===== config.mk =====
export PLATFORM = sky130hd
export DESIGN_NAME = ic_gate_tester_param
export DESIGN_NICKNAME = d
export VERILOG_FILES = /design/src/rtl/ic_gate_tester_param.sv
export SDC_FILE = /design/constraint.sdc
export NUM_CORES = 1
export LEC_CHECK = 0
export ABC_CLOCK_PERIOD_IN_PS = 1700
export CAP_MARGIN = 25
export CELL_PAD_IN_SITES_DETAIL_PLACEMENT = 1
export CELL_PAD_IN_SITES_GLOBAL_PLACEMENT = 1
export CORE_AREA = 5 5 75 77
export DETAILED_ROUTE_END_ITERATION = 12
export DIE_AREA = 0 0 80 82
export GPL_ROUTABILITY_DRIVEN = 1
export GPL_TIMING_DRIVEN = 0
export HOLD_SLACK_MARGIN = 0.06
export PLACE_DENSITY_LB_ADDON = 0.1
export SYNTH_ARGS = -nofsm -noshare
export SYNTH_HDL_FRONTEND = slang
export SYNTH_SLANG_ARGS = --single-unit

===== constraint.sdc =====
create_clock -name clk_i -period 1.7 [get_ports clk_i]
set_clock_uncertainty 0.15 [all_clocks]
set_input_delay 0.17 -clock clk_i [delete_from_list [all_inputs] [get_ports clk_i]]
set_output_delay 0.17 -clock clk_i [all_outputs]
set_load 0.02 [all_outputs]

===== src/rtl/ic_gate_tester_param.sv =====
// Exhaustive tester for multi-gate logic ICs (NUM_GATES identical gates of
// GATE_INPUTS inputs each). Every input combination is driven to all gates at
// once and held for SETTLE_CYCLES. The synchronised gate outputs are then
// compared against the gate function selected by mode. Per-gate failures are
// sticky and are reported when the test finishes.
module ic_gate_tester_param #(
  parameter int NUM_GATES     = 4,
  parameter int GATE_INPUTS   = 2,
  parameter int SETTLE_CYCLES = 16
) (
  input  logic                             clk_i,
  input  logic                             rst_i,
  input  logic                             start_i,
  input  logic [2:0]                       mode_i,
  output logic [NUM_GATES*GATE_INPUTS-1:0] dut_in_o,
  input  logic [NUM_GATES-1:0]             dut_out_i,
  output logic [NUM_GATES-1:0]             gate_pass_o,
  output logic [NUM_GATES-1:0]             gate_fail_o,
  output logic                             pass_o,
  output logic                             fail_o,
  output logic                             busy_o,
  output logic                             done_o
);

  localparam int NUM_VECS = 1 << GATE_INPUTS;
  localparam int VW       = GATE_INPUTS + 1;
  localparam int CW       = $clog2(SETTLE_CYCLES + 1);

  localparam logic [VW-1:0] LAST_VEC    = VW'(NUM_VECS - 1);
  localparam logic [CW-1:0] SETTLE_LAST = CW'(SETTLE_CYCLES - 1);

  typedef enum logic [1:0] {
    S_IDLE,
    S_SETTLE,
    S_SAMPLE,
    S_DONE
  } state_e;

  state_e                           state_q;
  logic [VW-1:0]                    vec_q;
  logic [VW-1:0]                    vec_d;
  logic [CW-1:0]                    settleCnt_q;
  logic [2:0]                       mode_q;
  logic [NUM_GATES-1:0]             failFlag_q;
  logic [NUM_GATES-1:0]             failFlag_d;
  logic [NUM_GATES-1:0]             sync1_q;
  logic [NUM_GATES-1:0]             sync2_q;
  logic [NUM_GATES*GATE_INPUTS-1:0] dutIn_q;
  logic [NUM_GATES*GATE_INPUTS-1:0] dutIn_d;
  logic                             busy_q;
  logic                             done_q;
  logic [NUM_GATES-1:0]             gatePass_q;
  logic [NUM_GATES-1:0]             gateFail_q;
  logic                             pass_q;
  logic                             fail_q;
  logic [GATE_INPUTS-1:0]           vecBits;
  logic                             expectedBit;

  // Two-flop synchroniser for the asynchronous gate outputs of the IC.
  always_ff @(posedge clk_i or posedge rst_i) begin
    if (rst_i) begin
      sync1_q <= '0;
      sync2_q <= '0;
    end else begin
      sync1_q <= dut_out_i;
      sync2_q <= sync1_q;
    end
  end

  // Expected gate response for the current vector, the updated fail flags and the next vector pattern.
  always_comb begin
    vecBits     = vec_q[GATE_INPUTS-1:0];
    expectedBit = 1'b0;
    case (mode_q)
      3'd0:    expectedBit = &vecBits;
      3'd1:    expectedBit = |vecBits;
      3'd2:    expectedBit = ~&vecBits;
      3'd3:    expectedBit = ~|vecBits;
      3'd4:    expectedBit = ^vecBits;
      3'd5:    expectedBit = ~^vecBits;
      default: expectedBit = 1'b0;
    endcase
    failFlag_d = failFlag_q | (sync2_q ^ {NUM_GATES{expectedBit}});
    vec_d      = vec_q + VW'(1);
    dutIn_d    = {NUM_GATES{vec_d[GATE_INPUTS-1:0]}};
  end

  // Test sequencer: walks every vector through settle and sample, driving the IC pins as it goes.
  always_ff @(posedge clk_i or posedge rst_i) begin
    if (rst_i) begin
      state_q     <= S_IDLE;
      vec_q       <= '0;
      settleCnt_q <= '0;
      mode_q      <= '0;
      failFlag_q  <= '0;
      dutIn_q     <= '0;
      busy_q      <= 1'b0;
    end else begin
      case (state_q)
        S_IDLE, S_DONE: begin
          if (start_i) begin
            mode_q      <= mode_i;
            vec_q       <= '0;
            settleCnt_q <= '0;
            dutIn_q     <= '0;
            if (mode_i > 3'd5) begin
              failFlag_q <= '1;
              busy_q     <= 1'b0;
              state_q    <= S_DONE;
            end else begin
              failFlag_q <= '0;
              busy_q     <= 1'b1;
              state_q    <= S_SETTLE;
            end
          end
        end
        S_SETTLE: begin
          if (settleCnt_q == SETTLE_LAST) begin
            settleCnt_q <= '0;
            state_q     <= S_SAMPLE;
          end else begin
            settleCnt_q <= settleCnt_q + CW'(1);
          end
        end
        S_SAMPLE: begin
          failFlag_q <= failFlag_d;
          if (vec_q == LAST_VEC) begin
            dutIn_q <= '0;
            busy_q  <= 1'b0;
            state_q <= S_DONE;
          end else begin
            vec_q   <= vec_d;
            dutIn_q <= dutIn_d;
            state_q <= S_SETTLE;
          end
        end
        default: begin
          state_q <= S_IDLE;
        end
      endcase
    end
  end

  // Result register: publishes the fail flags once the sequencer has finished, cleared by a new start.
  always_ff @(posedge clk_i or posedge rst_i) begin
    if (rst_i) begin
      done_q     <= 1'b0;
      gatePass_q <= '0;
      gateFail_q <= '0;
      pass_q     <= 1'b0;
      fail_q     <= 1'b0;
    end else if ((state_q == S_DONE) && !start_i) begin
      done_q     <= 1'b1;
      gatePass_q <= ~failFlag_q;
      gateFail_q <= failFlag_q;
      pass_q     <= ~|failFlag_q;
      fail_q     <= |failFlag_q;
    end else begin
      done_q     <= 1'b0;
      gatePass_q <= '0;
      gateFail_q <= '0;
      pass_q     <= 1'b0;
      fail_q     <= 1'b0;
    end
  end

  assign dut_in_o    = dutIn_q;
  assign busy_o      = busy_q;
  assign done_o      = done_q;
  assign gate_pass_o = gatePass_q;
  assign gate_fail_o = gateFail_q;
  assign pass_o      = pass_q;
  assign fail_o      = fail_q;

endmodule

==> results of run 1 <==
-- state kept, by name, summed over array words and instances, names as in the netlist --
register / count
settleCnt_q: 5
failFlag_q: 4
gate_fail_o: 4
gate_pass_o: 4
sync1_q: 4
sync2_q: 4
mode_q: 3
vec_q: 3
dut_in_o: 2
state_q: 2
busy_o: 1
done_o: 1
fail_o: 1
pass_o: 1
-- cells by family after synthesis --
| kind of cell | Yosys count | synth area share (%) |
|---|---|---|
| AO/OA/AOI/OAI | 35 | 13.2 |
| XOR/XNOR | 5 | 2.54 |
| adder cells (fa/ha/maj) | 8 | 5.81 |
| buffers and inverters | 22 | 6.31 |
| flip-flops | 39 | 56.6 |
| multiplexers | 4 | 3.27 |
| AND/OR/NAND/NOR | 39 | 12.3 |
-- report_power, final --
group | switching [mW] | internal (mW) | total (mW)
clock | 0.342 | 0.331 | 0.674
combinational | 1.18 | 1.13 | 2.31
sequential | 0.238 | 1.18 | 1.42
total | 1.76 | 2.64 | 4.40
-- placed cells by master (no fill, tap or decap), types with 2 or more instances in the layout --
| cell type | instances |
|---|---|
| buf_2 | 2 |
| ha_4 | 4 |
| clkdlybuf4s50_1 | 21 |
| dfrtp_1 | 39 |
| clkinvlp_4 | 2 |
| a32o_1 | 3 |
| dlymetal6s2s_1 | 2 |
| nand2_1 | 8 |
| o22ai_1 | 2 |
| nor2b_1 | 2 |
| nand3_1 | 3 |
| ha_1 | 3 |
| nor2_1 | 11 |
| inv_1 | 8 |
| a31oi_1 | 5 |
| inv_2 | 4 |
| mux2_2 | 3 |
| o21ai_0 | 9 |
| buf_6 | 2 |
| dlygate4sd2_1 | 6 |
| xor2_1 | 4 |
| clkbuf_8 | 6 |
| buf_4 | 17 |
| nand2b_1 | 2 |
| a21oi_1 | 7 |
-- layer usage --
layer  global-route usage, %  share of wire (%)  routed length, µm
met2                    22.4                 50               2050
met1                    16.7                 45               1870
met5                       0                  0                  0
met4                    4.05               0.56                 23
met3                    3.73                4.0                164
-- timing repair --
item                                    4_1_cts  5_1_grt
endpoints found under the setup margin       23       17
gates resized for setup                      19       16
hold endpoints to repair                      0        0
gates cloned                                  1        0
pin swaps                                     4        4
buffers inserted                              5       10
-- critical path, cell delays in order, from the launching register on --
cell	delay, ps
dfrtp_1	420
inv_2	70
ha_4	290
xnor2_2	110
nor3b_2	80
nor3b_4	340
xor2_1	180
a31oi_1	110
-- how the worst max path moves through the flow --
stage / start / to / depth (start not counted) / slack, ps
floorplan: state_q[0]$_DFFE_PP0P_ / settleCnt_q[3]$_DFFE_PP0P_ / 7 / -40
global placement: rst_i / mode_q[2]$_DFFE_PP0P_ / 2 / -330
detailed placement: state_q[0]$_DFFE_PP0P_ / busy_o$_DFFE_PP0P_ / 7 / -270
CTS: vec_q[1]$_DFFE_PP0P_ / failFlag_q[3]$_DFFE_PP0P_ / 7 / -200
global route: vec_q[1]$_DFFE_PP0P_ / failFlag_q[2]$_DFFE_PP0P_ / 7 / -260
finish: vec_q[1]$_DFFE_PP0P_ / failFlag_q[3]$_DFFE_PP0P_ / 7 / -160
-- final cells by class --
type	count	area, µm²	area share [%]
flip-flops and latches	39	976	40.2
repair buffers	43	398	16.4
well taps	70	87.6	3.61
plain buffers	8	65.1	2.68
clock buffers	6	82.6	3.40
inverters	13	52.6	2.17
clock inverters	2	16.3	0.670
multi-input cells	91	748	30.8
-- per-stage QoR --
step | TNS [ps] | hold WS (ps) | std cells | cell area (µm²)
floorplan | -45.0 | 51.4 | 152 | 1750
global placement | -14200 | 181 | 251 | 2130
detailed placement | -2370 | 189 | 251 | 2130
CTS | -792 | 152 | 264 | 2300
global route | -1140 | 140 | 272 | 2430
finish | -623 | 158 | 272 | 2430
==> results_dict.tcl, run 1 <==
set metrics [dict create \
    status "finished with violations" \
    violations "negative setup slack" \
    drt_iter0_drc 103 \
    async_flop_share_pct 100 \
    layout_setup_ws_ps -158 \
    syn_inst 152 \
    post-place-ws_ps -272 \
    synth_most_common_cell "dfrtp_1" \
    final-hold-violation-count 0 \
    avgSynthCellArea_um2 11.3 \
    slew_headroom_pct 46.5 \
    ys_types 34 \
    syn_nets 170 \
    place_congestion 0.815 \
    grt_overflow 0 \
    cts_tree "done" \
    whs_path_depth 1 \
    nNetsFinal 219 \
    vias_per_cell 4.63 \
    io_buffers 29 \
    drc 0 \
    max_slew.worst_pin.slew_ps 801 \
    drive_gt1_share_pct 29.2 \
    synth_commonest_cells "dfrtp_1, inv_1, nor2_1" \
    fmax_mhz 538 \
    die_area_um2 6560 \
    fillers 539 \
    reg2reg_depth 7 \
    drt_wl_total_mm 4.11 \
    post-dp-hpwl_mm 2.73 \
    grt_pass1_wl_mm 6.67 \
    root_buffer "clkbuf_8" \
    total_power_mw 4.40 \
    io-pin-count 30 \
    synth_top_area_share_pct 56.6 \
    grt_max_degree 40 \
    clockBufferDepth 2 \
    power_density_nw_per_um2 1810 \
    crit_type "reg2reg" \
    min_period_ps 1860 \
    antenna_cells 0 \
    cts_sinks 39 \
    die-height_um 82 \
    hold_buffers 0 \
    areaGrowthSynthToFinish_pct 40.7 \
    htree_levels 2 \
    vias 1259 \
    synth_top_area_cell "dfrtp_1" \
    worstHoldStart "dut_out_i[0]" \
    p_leak_nw 1.14 \
    drt-wirelength-per-cell_um 15.1 \
    core_um2 4940 \
    r2r_slack_ps -160 \
    drtPass1Iterations 4 \
    arrival_ps 1880 \
    synth-main-ff-cell "dfrtp_1" \
    fin_crit_sh_pct 109 \
    rows 26 \
    r2r-start "vec_q[1]$_DFFE_PP0P_" \
    numCtsBuffers 5 \
    worstHoldEndpoint "sync1_q[0]$_DFF_PP0_" \
    synth_edf_count 0 \
    clk_latency_ps 290 \
    ant_nets 0 \
    hp-class "in2reg" \
    rsz0062_at_grt "true" \
    grtUsageTotal_pct 13.4 \
    ys_seq_elements 39 \
    synth.area.top_cells "dfrtp_1, ha_1, o21ai_0, inv_1, nor2_1" \
    antenna_found_initial 0 \
    path_clk_slew_ps 80 \
    final_core_util_pct 49.1 \
    crit_path_start_kind "flip-flop" \
    slew_violations 0 \
    setup_viol 5 \
    drv_cap 0 \
    critPathCaptureType "flip-flop" \
    peakVddDrop_mv 0.755 \
    r2r-end "failFlag_q[3]$_DFFE_PP0P_" \
    cp.required_ps 1730 \
    ys_seq_area_share_pct 56.6 \
    path_max_fanout 4 \
    ys_warn_count 0 \
    synth_area_um2 1720 \
    start_util_pct 34.9 \
    chipWidth_um 80 \
    grt_pass1_vias 1366 \
]
Note: power is estimated with default switching activity, not from simulation.
==> inputs of run 2 (changes only) <==
Settings changed: ABC_CLOCK_PERIOD_IN_PS 1700 to not set.
==> results of run 2 <==
No change in the layout: final DEF, timing and power equal those of run 1.
==> inputs of run 3 (changes only) <==
Settings changed: GPL_ROUTABILITY_DRIVEN 1 to not set, TNS_END_PERCENT set to 20.
==> run 3 against run 2 <==
Effect of this change: the flow still finishes with violations (negative setup slack); highest routed layer unchanged; worst hold slack improved by 2.1 ps; count of clock-buffer cells in the layout stayed put; final area decreased by 3.1%; critical path depth increased by 1; largest power group unchanged; combinational power fell by 5%; setup slack better by 14 ps; sequential cell count stayed put; non-clock buffer count shrank 8.
==> results_dict.tcl, run 3 (synthesized netlist as in run 1, its figures left out) <==
set metrics [dict create \
    stdcell_count 264 \
    total_power_mw 4.29 \
    slew_violations 0 \
    peakVddDrop_mv 0.703 \
    crit_path_start_kind "flip-flop" \
    drt_iter0_drc 58 \
    vias_per_cell 4.64 \
    critPathCaptureType "flip-flop" \
    io_buffers 29 \
    numCtsBuffers 5 \
    largest_reg_flops 5 \
    clkPwrFrac_pct 15.7 \
    drt-wirelength-per-cell_um 14.6 \
    layout_setup_ws_ps -143 \
    power_density_nw_per_um2 1820 \
    chipWidth_um 80 \
    place_congestion 0.793 \
    htree_levels 2 \
    ant_nets 0 \
    p_leak_nw 1.09 \
    placed_cells 251 \
    worstPathCellList "inv_2 -> ha_4 -> xnor2_2 -> nor3b_2 -> nor3b_4 -> buf_6 -> xor2_1 -> a31oi_1" \
    antenna_cells 0 \
    arrival_ps 1910 \
    hp-class "in2reg" \
    status "finished with violations" \
    slew_headroom_pct 46.4 \
    min_period_ps 1840 \
    die_area_um2 6560 \
    cts_tree "done" \
    grt_max_degree 40 \
    max_slew.worst_pin.slew_ps 803 \
    nNetsFinal 211 \
    path_max_fanout 4 \
    crit_slowest_cell "dfrtp_1" \
    p_sw_mw 1.69 \
    clockBufferDepth 2 \
    die-height_um 82 \
    root_buffer "clkbuf_8" \
    grt_overflow 0 \
    drtPass1Iterations 4 \
    power_frac_seq_pct 33.1 \
    grt_pass1_wl_mm 6.39 \
    vias 1224 \
    path_clk_slew_ps 80 \
    post-dp-hpwl_mm 2.74 \
    areaGrowthSynthToFinish_pct 36.4 \
    clk_latency_ps 290 \
    violations "negative setup slack" \
    p_comb_share_pct 51.3 \
    grt_pass1_vias 1320 \
    io-pin-count 30 \
    cp.required_ps 1770 \
    drv_cap 0 \
    mostFrequentLayoutCell "dfrtp_1" \
    antenna_found_initial 0 \
    setup_viol 5 \
    drt_wl_total_mm 3.85 \
    final_cell_mix "dfrtp_1, clkdlybuf4s50_1, buf_4" \
    fin_crit_sh_pct 108 \
    fin_setup_tns_ps -595 \
    start_util_pct 34.9 \
    max_stage_delay_ps 420 \
    final-hold-violation-count 0 \
    drc 0 \
    core_um2 4940 \
    cts_sinks 39 \
    hold_buffers 0 \
    internal-power_mw 2.60 \
    p_sw_share_pct 39.5 \
    rsz0062_at_grt "true" \
    drive_gt1_share_pct 28.4 \
    crit_type "reg2reg" \
    grtUsageTotal_pct 12.8 \
    fmax_mhz 542 \
    largest_register "settleCnt_q" \
    rows 26 \
]
run 3: cell count changes in the layout (fill, tap and decap cells not counted), sizes merged:
| cell | delta |
|---|---|
| dlygate4sd2 | -6 |
| buf | -2 |
run 3: power by group through the flow:
stage	combinational (mW)	clock (mW)	sequential [mW]
6_report	2.20	0.672	1.42
2_1_floorplan	1.22	0	1.45
5_1_grt	2.41	0.734	1.46
4_1_cts	2.06	0.698	1.42
3_3_place_gp	1.77	0	1.40
3_5_place_dp	1.85	0	1.42
run 3: stage by stage:
stage	utilization [%]	setup slack (ps)	hold WS (ps)	cell area (µm²)
after global placement	42.9	-346	181	2120
final	47.5	-143	160	2350
after CTS	46.1	-166	149	2280
after detailed placement	42.9	-273	186	2120
after floorplan	-	-45.0	51.4	1740
after global routing	47.5	-228	146	2350
run 3: final cells by class:
cell class                      instances  area (µm²)
Sequential cell                        39         977
Inverter                               13        52.6
Multi-Input combinational cell         91         732
Clock buffer                            6        82.6
Buffer                                  8        70.1
Tap cell                               70        87.6
Fill cell                             557        2590
Timing Repair Buffer                   35         333
Clock inverter                          2        16.3
run 3: timing repair:
action,4_1_cts,5_1_grt
setup buffers,4,2
setup endpoints to repair,22,19
gates resized for setup,19,15
pin swaps,5,4
run 3: path summary, 6_finish.rpt:
check	endpoint	startpoint	cells after the start	slack (ps)
min in group asynchronous	sync1_q[2]$_DFF_PP0_	rst_i	2	200
max in group asynchronous	state_q[0]$_DFFE_PP0P_	rst_i	2	650
hold reg to reg	sync2_q[0]$_DFF_PP0_	sync1_q[0]$_DFF_PP0_	0	200
hold / removal	sync1_q[1]$_DFF_PP0_	dut_out_i[1]	1	160
setup / recovery	failFlag_q[1]$_DFFE_PP0P_	vec_q[0]$_DFFE_PP0P_	8	-140
setup reg to reg	failFlag_q[1]$_DFFE_PP0P_	vec_q[0]$_DFFE_PP0P_	8	-140
run 3: worst max-delay path, delay by kind of cell (launching register included):
family,cells,cell delay [ps]
xor+xnor,2,270
fa+ha+maj,1,220
flops,1,420
simple gates,2,300
buf+inv,2,240
compound gates,1,170
run 3: layer usage:
layer	GRT usage, %	routed length [µm]
met3	3.62	178
met4	5.57	73
met5	0	0
met1	15.9	1660
met2	20.8	1930
